--- src/rtl/uart_pkg.sv ---
// Shared UART definitions: default baud divisor, frame format and FSM states.
// The receiver imports the same package so both sides agree on timing.
package uart_pkg;

    // 50 MHz system clock / 9600 baud
    localparam int CLKS_PER_BIT_DEFAULT = 5208;

    // Baud counter width; covers divisors up to 8191
    localparam int BAUD_CNT_W = 13;

    // Data bits per frame (8N1 style payload)
    localparam int DATA_BITS = 8;

    typedef enum logic [2:0] {
        IDLE,
        START,
        DATA,
        PARITY,
        STOP
    } uart_state_t;

endpackage

--- src/rtl/uart_baud_cnt.sv ---
// Modulo-N clock-cycle counter with enable and a wrap pulse.
// Held at zero while disabled so every bit period starts from a clean count.
module uart_baud_cnt #(
    parameter int N = 5208,
    parameter int W = 13
) (
    input  logic         clk,
    input  logic         rst,
    input  logic         en,
    output logic [W-1:0] count,
    output logic         wrap
);

    localparam logic [W-1:0] LAST = W'(N - 1);

    logic [W-1:0] count_reg;

    // Count 0..N-1 while enabled, restart at 0 on each bit boundary
    always_ff @(posedge clk) begin
        if (rst || !en) begin
            count_reg <= '0;
        end else if (count_reg == LAST) begin
            count_reg <= '0;
        end else begin
            count_reg <= count_reg + 1'b1;
        end
    end

    assign count = count_reg;
    assign wrap  = en && (count_reg == LAST);

endmodule

--- src/rtl/uart_tx.sv ---
// 8-bit UART transmitter: LSB first, optional parity, 1 or 2 stop bits.
// One byte is accepted per valid/ready handshake; the line output is registered.
module uart_tx
    import uart_pkg::*;
#(
    parameter int CLKS_PER_BIT = CLKS_PER_BIT_DEFAULT,
    parameter int PARITY_EN    = 0,
    parameter int PARITY_ODD   = 0,
    parameter int STOP_BITS    = 1
) (
    input  logic       clk,
    input  logic       rst,
    input  logic [7:0] tx_data,
    input  logic       tx_valid,
    output logic       tx_ready,
    output logic       tx_uart,
    output logic       tx_busy,
    output logic       tx_done
);

    localparam logic [BAUD_CNT_W-1:0] BIT_LAST  = BAUD_CNT_W'(CLKS_PER_BIT - 1);
    localparam logic [2:0]            DATA_LAST = 3'(DATA_BITS - 1);
    localparam logic                  LAST_STOP = 1'(STOP_BITS - 1);
    localparam logic                  PAR_INV   = 1'(PARITY_ODD);

    uart_state_t           state_reg;
    logic [7:0]            shift_reg;
    logic [2:0]            bit_idx_reg;
    logic                  stop_idx_reg;
    logic                  parity_reg;
    logic                  tx_uart_reg;
    logic [BAUD_CNT_W-1:0] bit_cnt;
    logic                  bit_wrap;
    logic [7:0]            par_chain;

    // Running XOR across the incoming byte; par_chain[7] is its even parity
    genvar gi;
    generate
        for (gi = 0; gi < DATA_BITS; gi++) begin : g_par
            if (gi == 0) begin : g_first
                assign par_chain[gi] = tx_data[gi];
            end else begin : g_rest
                assign par_chain[gi] = par_chain[gi-1] ^ tx_data[gi];
            end
        end
    endgenerate

    uart_baud_cnt #(
        .N (CLKS_PER_BIT),
        .W (BAUD_CNT_W)
    ) u_baud (
        .clk   (clk),
        .rst   (rst),
        .en    (state_reg != IDLE),
        .count (bit_cnt),
        .wrap  (bit_wrap)
    );

    // Frame sequencer: the line value is loaded on entry to each bit
    always_ff @(posedge clk) begin
        if (rst) begin
            state_reg    <= IDLE;
            shift_reg    <= '0;
            bit_idx_reg  <= '0;
            stop_idx_reg <= 1'b0;
            parity_reg   <= 1'b0;
            tx_uart_reg  <= 1'b1;
        end else begin
            case (state_reg)
                IDLE: begin
                    tx_uart_reg <= 1'b1;
                    if (tx_valid) begin
                        shift_reg   <= tx_data;
                        parity_reg  <= par_chain[7] ^ PAR_INV;
                        tx_uart_reg <= 1'b0;
                        state_reg   <= START;
                    end
                end
                START: begin
                    if (bit_wrap) begin
                        tx_uart_reg <= shift_reg[0];
                        shift_reg   <= {1'b0, shift_reg[7:1]};
                        bit_idx_reg <= '0;
                        state_reg   <= DATA;
                    end
                end
                DATA: begin
                    if (bit_wrap) begin
                        if (bit_idx_reg == DATA_LAST) begin
                            if (PARITY_EN != 0) begin
                                tx_uart_reg <= parity_reg;
                                state_reg   <= PARITY;
                            end else begin
                                tx_uart_reg  <= 1'b1;
                                stop_idx_reg <= 1'b0;
                                state_reg    <= STOP;
                            end
                        end else begin
                            tx_uart_reg <= shift_reg[0];
                            shift_reg   <= {1'b0, shift_reg[7:1]};
                            bit_idx_reg <= bit_idx_reg + 1'b1;
                        end
                    end
                end
                PARITY: begin
                    if (bit_wrap) begin
                        tx_uart_reg  <= 1'b1;
                        stop_idx_reg <= 1'b0;
                        state_reg    <= STOP;
                    end
                end
                STOP: begin
                    if (bit_wrap) begin
                        if (stop_idx_reg == LAST_STOP) begin
                            tx_uart_reg <= 1'b1;
                            state_reg   <= IDLE;
                        end else begin
                            stop_idx_reg <= 1'b1;
                        end
                    end
                end
                default: begin
                    tx_uart_reg <= 1'b1;
                    state_reg   <= IDLE;
                end
            endcase
        end
    end

    assign tx_ready = (state_reg == IDLE);
    assign tx_busy  = (state_reg != IDLE);
    assign tx_uart  = tx_uart_reg;
    // Final cycle of the last stop bit
    assign tx_done  = (state_reg == STOP) && (stop_idx_reg == LAST_STOP) && (bit_cnt == BIT_LAST);

endmodule
--- config.mk ---
export PLATFORM = sky130hd
export DESIGN_NAME = uart_tx
export DESIGN_NICKNAME = d
export VERILOG_FILES = /design/src/rtl/uart_pkg.sv /design/src/rtl/uart_baud_cnt.sv /design/src/rtl/uart_tx.sv
export SDC_FILE = /design/constraint.sdc
export NUM_CORES = 1
export LEC_CHECK = 0
export ABC_CLOCK_PERIOD_IN_PS = 3500
export CORE_ASPECT_RATIO = 1.75
export CORE_UTILIZATION = 45
export DETAILED_ROUTE_END_ITERATION = 10
export DONT_BUFFER_PORTS = 1
export GPL_TIMING_DRIVEN = 1
export PLACE_DENSITY = 0.57
export REMOVE_ABC_BUFFERS = 1
export SLEW_MARGIN = 40
export SYNTH_ARGS = -nofsm -noshare
export SYNTH_HDL_FRONTEND = slang
export SYNTH_SLANG_ARGS = --single-unit
--- constraint.sdc ---
create_clock -name clk -period 3.5 [get_ports clk]
set_clock_uncertainty 0.2 [all_clocks]
set_input_delay 0.35 -clock clk [delete_from_list [all_inputs] [get_ports clk]]
set_output_delay 0.35 -clock clk [all_outputs]
set_load 0.02 [all_outputs]
Yosys cells after proc, flatten, opt, wreduce, memory -nomap -nowiden
Index checks and enable logic that the tools add are counted.
Word-level totals
  flip-flop bits (word level): 29
  output and inout port bits: 4
Cells by class
  bitwise logic cells: 1
  reduce and logical (&&, ||, !) cells: 16
  equality and inequality tests: 14
  muxes and demuxes: 31
  add/sub/neg operators: 2
Operator list (count)
  2-to-1 mux 8 bit: 4
  2-to-1 mux 3 bit: 10
  one-hot mux 8 bit (3 select lines): 1
  inequality test 2 bit (second input constant): 8
  one-hot mux 3 bit (5 select lines): 1
  AND reduction 5 bit: 3
  adder 13 x 1 -> 13 bit (second input constant): 1
  == test 13 bit (second input constant): 1
  2-to-1 mux 1 bit: 12
  nonzero test 3 bit: 3
  AND reduction 7 bit: 1
  == test 3 x 2 -> 1 bit (second input constant): 2
  == test 3 bit (second input constant): 2
  one-hot mux 3 bit (2 select lines): 1
  one-hot mux 1 bit (5 select lines): 1
  AND reduction 4 bit: 1
  adder 3 x 1 -> 3 bit (second input constant): 1
  == test 3 x 1 -> 1 bit (second input constant): 1
  logical AND 1 bit: 3
  zero test 3 bit: 1
  one-hot mux 1 bit (3 select lines): 1
  nonzero test 2 bit: 1
  OR reduction 2 bit: 1
  zero test 1 bit: 1
  2 further kinds: 2

Longest topological paths before layout
Gate-level depths: netlist of run 1.
  word-level depth: 4
  mapped depth: 8

By module
A second synthesis of run 1 with hierarchy kept.
Unflattened totals
  cells, all modules: 167
  area total of the unflattened synthesis: 1582.8 um^2
By module, submodules not included
  uart_tx: instances 1, cells each 95, area each 857.1 um^2
  uart_baud_cnt: instances 1, cells each 72, area each 725.7 um^2

Least setup slack after synthesis of run 1
Ideal clock, no wire load.
  path kind: register -> register
  from: register bit_idx_reg[0]
  to: register shift_reg[0]
  library setup time: 87 ps
  slack: 1341 ps
  arrival: 1873 ps
  cell stages (with the launch flop): 8
  buffers on the path: 1
  data required time: 3213 ps
  cell sequence: dfxtp_1 ha_1 ha_1 or2_1 a211o_1 clkbuf_1 a21o_4 a221oi_2
Between the ends
  longest elaborated chain between the ends: 3
RTL lines
  start: declaration: line uart_tx.sv:28  | logic [2:0] bit_idx_reg;
  start signal: assignment: line uart_tx.sv:101  | bit_idx_reg <= bit_idx_reg + 1'b1;
  == test 3 bit: line uart_tx.sv:89  | if (bit_idx_reg == DATA_LAST) begin
  inequality test 2 bit (no source line)
  AND reduction 5 bit (no source line)
  end signal: assignment: line uart_tx.sv:73  | shift_reg <= tx_data;
  end signal: assignment: line uart_tx.sv:82  | shift_reg <= {1'b0, shift_reg[7:1]};
  end signal: assignment: line uart_tx.sv:100  | shift_reg <= {1'b0, shift_reg[7:1]};
  end: declaration: line uart_tx.sv:27  | logic [7:0] shift_reg;
Every way passes these cells.
A chain may end at the register's enable or synchronous reset.

Worst setup path after layout of run 1
  from: register u_baud.count_reg[7], in the netlist u_baud.count[7]
  to: output port tx_done
Between the ends
  longest elaborated chain between the ends: 2
RTL lines
  start: declaration: line uart_baud_cnt.sv:16  | logic [W-1:0] count_reg;
  start signal: assignment: line uart_baud_cnt.sv:25  | count_reg <= count_reg + 1'b1;
  == test 13 bit: line uart_tx.sv:134  | assign tx_done = (state_reg == STOP) && (stop_idx_reg == LAST_STOP) && (bit_cnt == BIT_LAST);
  logical AND 1 bit: line uart_tx.sv:134
  end: declaration: line uart_tx.sv:18  | output logic tx_done
Every way passes these cells.

==> results.cfg, run 1 <==
[clock_network]
cts_tree = built
insertion_delay_ps = 270
path_clk_slew_ps = 90
postCtsSetupBuffers = 0
clock_path_buffers = 2
clkSinkCount = 28
h-tree-depth = 1
clockRootBuffer = clkbuf_8
cts_made_buffers = 3

[worst_setup_path]
crit_type = register to output port
worst_path_max_delay_cell = or4b_4
crit_chain = or4b_4 > nor3_2 > and3_1
worstPathMaxFanout = 7
cp_num_buf_inv = 0
start_kind = register
crit_arrival_ps = 1950
path_delay_family = simple AND/OR/NAND/NOR gates
required_ps = 2950
worst_setup_path_end_kind = output port
slowest_delay_ps = 550

[die]
die_area_um2 = 3470
start_util = 0.468
io_pins = 15
rows = 27
chipHeight_um = 77.2
fp.dieW_um = 45.0
core_area_um2 = 3110

[power_and_ir_drop]
leakage_nw = 0.491
p_per_area_nw_per_um2 = 389
ir_drop_uv = 277

[placement]
portBuffers = 0
placed_area_um2 = 1470
dpl.hpwl_um = 2050
dp.cells = 194
gp_congestion = 0.744

[drt]
routed_wl_um = 2860
viasPerCell = 5.80
drtPass1Iterations = 4
drc = 0
drtAntennaViolNets = 0
wl_per_cell_um = 14.4
vias = 1148
drtIter0Drc = 22

[sta]
finalSetupTns_ps = 0
hold-worst-slack_ps = 108
setup_violations = 0
rsz0062_at_grt = false
hold_viol_final = 0
period_share = 0.715
post-route-min-period_ps = 2500
tightest_slew_ps = 685
fmax_ghz = 0.400
drv_slew = 0
maxSlewHeadroom = 0.542

[layout]
final_core_utilization = 0.489
final_net_count = 171
stdcell_count = 198
drive_gt1_frac = 0.110
fin_area_um2 = 1520
largest_reg_flops = 13
register_area_um2 = 561
fill_cells = 308
multi_input_comb_area_um2 = 806
syn2layout_area_growth_pct = 4.56
antennaDiodeCount = 0

[logic_synthesis]
yosysSeqAreaShare = 0.386
ys_warn_count = 0
synth_cell_types = 36
netlist_instances = 161
synth_top_cell_area_share = 0.386
ys.flop_type = dfxtp_1
ys_async_sr_fraction = 0
synth_area_leaders = dfxtp_1, a221oi_2, xnor2_1, nor2_1, a211oi_1
ys_ff_latch = 28
yosys.area.top_type = dfxtp_1
syn_avg_cell_area_um2 = 9.03
netlist_area_um2 = 1450
synth_edf_count = 0

[grt]
grt_pass1_vias = 1136
overflow = 0
track_usage = 0.184
grt_max_degree = 15
grt_antenna_before_repair = 0
grt_pass1_wl_um = 4950

[status]
status = finished, final reports clean

[flow_run]
drv_cap = 0

[min_path]
hold_path_class = input pin to register
-- where the power goes --
part           internal (mW)  total (mW)  switching, mW  leakage, nW
clock                 0.0771       0.168         0.0913       0.0216
sequential             0.332       0.344         0.0116        0.228
combinational         0.0317      0.0789         0.0472        0.242
-- cell usage after synthesis, types with 4 or more instances --
library cell,instances
dfxtp_1,28
nor2_1,19
inv_1,11
xnor2_1,10
a211oi_1,9
a221oi_2,8
a21boi_0,7
clkbuf_1,6
nand3_1,6
nand4_1,6
nor3_1,5
a21oi_1,4
xor2_1,4
-- routing by layer --
| layer | track usage | share of wire |
|---|---|---|
| met1 | 0.219 | 0.42 |
| met2 | 0.322 | 0.53 |
| met3 | 0.0282 | 0.034 |
| met4 | 0.0545 | 0.014 |
| met5 | 0 | 0 |
-- timing repair --
item | in CTS | in global routing
endpoints found under the hold margin | 14 | 0
gates resized for setup | 0 | 0
hold buffers | 1 | 0
-- path summary, 6_finish.rpt --
check	to	startpoint	slack [ps]	cells past startpoint
max	tx_done	u_baud.count[7]	1000	3
min reg2reg	shift_reg[1]	shift_reg[1]	270	2
max reg2reg	shift_reg[4]	u_baud.count[7]	1140	4
min	state_reg[0]	tx_valid	110	2
-- final cells by class --
| type | count | share of cell area |
|---|---|---|
| Multi-Input combinational cell | 111 | 0.530 |
| Timing Repair Buffer | 2 | 0.0115 |
| Tap cell | 43 | 0.0354 |
| Clock buffer | 3 | 0.0272 |
| Inverter | 11 | 0.0272 |
| Sequential cell | 28 | 0.369 |
-- stage by stage --
stage	total power, mW	setup WS (ps)
3_3_place_gp	0.424	1250
2_1_floorplan	0.410	1330
4_1_cts	0.599	1010
3_5_place_dp	0.426	1170
5_1_grt	0.621	865
6_report	0.591	999
-- worst register-to-register path, delay by kind of cell (launching register included) --
family,cells,cell delay [ps]
and+or+nand+nor,2,1110
AOI/OAI and AO/OA,2,610
DFF,1,350
-- logic make-up after synthesis --
group / Yosys count / share of synthesized area
AND/OR/NAND/NOR: 56 / 0.213
adder cells (fa/ha/maj): 3 / 0.0258
XOR/XNOR: 14 / 0.0843
buffers and inverters: 22 / 0.0620
flip-flops: 28 / 0.386
AO/OA/AOI/OAI: 38 / 0.230
-- layout by cell type, fill, tap and decap left out, types with 4 or more instances in the layout --
cell type | netlist | routed
a221oi_2 | 8 | 8
xor2_1 | 4 | 4
nor3_1 | 5 | 5
a211oi_1 | 9 | 9
nor2_1 | 19 | 18
a21boi_0 | 7 | 7
dfxtp_1 | 28 | 28
a21oi_1 | 4 | 4
nand4_1 | 6 | 6
inv_1 | 11 | 11
nand3_1 | 6 | 6
xnor2_1 | 10 | 10
Power figures use the tool's default switching activity.
==> run 2: changes to the inputs <==
Settings changed: ABC_CLOCK_PERIOD_IN_PS 3500 to 2400.
Clock period 3.5 ns to 2.4 ns, I/O delays scaled along.
==> results.cfg, run 2 (same netlist as run 1, synthesis figures left out) <==
[status]
status = finished, final reports clean

[drt]
drtIter0Drc = 16
viasPerCell = 5.61
vias = 1138
wl_per_cell_um = 14.0
drtPass1Iterations = 4
routed_wl_um = 2850
drtAntennaViolNets = 0
drc = 0

[layout]
drive_gt1_frac = 0.131
antennaDiodeCount = 0
final_net_count = 176
syn2layout_area_growth_pct = 6.97
stdcell_count = 203
largest_reg_flops = 13
layout_common_cells = dfxtp_1, nor2_1, inv_1
final_common_cell = dfxtp_1
final_core_utilization = 0.500

[sta]
maxSlewHeadroom = 0.555
post-route-min-period_ps = 2260
tightest_slew_ps = 665
hold_viol_final = 0
rsz0062_at_grt = false
setup_violations = 0
period_share = 0.940
finalSetupTns_ps = 0
fmax_ghz = 0.443
drv_slew = 0

[worst_setup_path]
r2r_slack_ps = 140
crit_arrival_ps = 2230
crit_type = register to register
reg2reg_from = u_baud.count[7]
r2r-end = shift_reg[3]
worstPathMaxFanout = 8
required_ps = 2380
rr_worst_depth = 4
cp-startpoint = u_baud.count[7]
crit_end = shift_reg[3]
worst_setup_path_end_kind = register
start_kind = register

[grt]
overflow = 0
grt_pass1_wl_um = 4640
grt_pass1_vias = 1141
grt_max_degree = 15
grt_antenna_before_repair = 0
track_usage = 0.174

[power_and_ir_drop]
power_uw = 858
p_switching_uw = 214
power_frac_comb = 0.135
p_per_area_nw_per_um2 = 552
cellInternalPower_uw = 644
p_sw_frac = 0.249
clkPwrFrac = 0.281
ir_drop_uv = 358
leakage_nw = 0.517
pwr-share-seq = 0.584

[clock_network]
h-tree-depth = 1
clock_path_buffers = 2
cts_made_buffers = 3
postCtsSetupBuffers = 0
clockRootBuffer = clkbuf_8
insertion_delay_ps = 260
cts_tree = built
path_clk_slew_ps = 90
clkSinkCount = 28

[placement]
dpl.hpwl_um = 2140
portBuffers = 0
gp_congestion = 0.751
dp.cells = 199

[min_path]
min_from = rst
hold_path_class = input pin to register

[flow_run]
drv_cap = 0

[die]
start_util = 0.468
die_area_um2 = 3470
core_area_um2 = 3110
fp.dieW_um = 45.0
rows = 27
io_pins = 15
chipHeight_um = 77.2
## run 2: changes by cell type in the layout (fill, tap and decap cells not counted), sizes merged
cell	previous run	this run
buf	1	6
## run 2: timing repair
| action | 4_1_cts | 5_1_grt |
|---|---|---|
| gates resized for setup | 0 | 0 |
| endpoints found under the hold margin | 15 | 0 |
| hold buffers | 1 | 0 |
## run 2: worst min path at each step
stage                                  to  slack, ps  depth (start not counted)
after floorplan              shift_reg[0]        110                          1
after global placement       shift_reg[2]        110                          1
after detailed placement     shift_reg[4]        110                          1
after CTS                 u_baud.count[1]          8                          2
after global routing      u_baud.count[1]         20                          2
final                     u_baud.count[1]         10                          2
## run 2: cell type report
type / count / area, um2
clock buffers: 3 / 41.3
fillers: 339 / 1550
flip-flops and latches: 28 / 561
repair buffers: 7 / 55.1
multi-input cells: 111 / 803
well taps: 43 / 53.8
inverters: 11 / 41.3
## run 2: metal layers
layer	vias to the layer above	track usage	share of wire	routed length, um
met1	548	0.173	0.41	1170
met3	2	0.0259	0.026	75
met4	0	0.0636	0.010	29
met2	14	0.332	0.55	1580
li1	574	-	-	-
met5	-	0	0	0
## run 2: per-stage QoR
step | setup slack, ps | instance area [um2] | hold WS [ps]
after floorplan | 227 | 1410 | 106
after global placement | 186 | 1500 | 108
after detailed placement | 162 | 1500 | 110
after CTS | 129 | 1560 | 7.85
after global routing | 53.0 | 1560 | 17.0
final | 145 | 1560 | 14.0
## run 2: critical path, cell delays in order, from the launching register on
cell and delay, ps:
dfxtp_1 360, or4b_4 550, or3_1 490, a21o_4 300, a221oi_2 270
## run 2: power by group through the flow
stage          clock network [mW]  registers (mW)  logic, mW
2_1_floorplan                   0           0.508     0.0903
3_3_place_gp                    0           0.512      0.109
3_5_place_dp                    0           0.512      0.111
4_1_cts                     0.254           0.502      0.117
5_1_grt                     0.268           0.504      0.127
6_report                    0.241           0.501      0.116
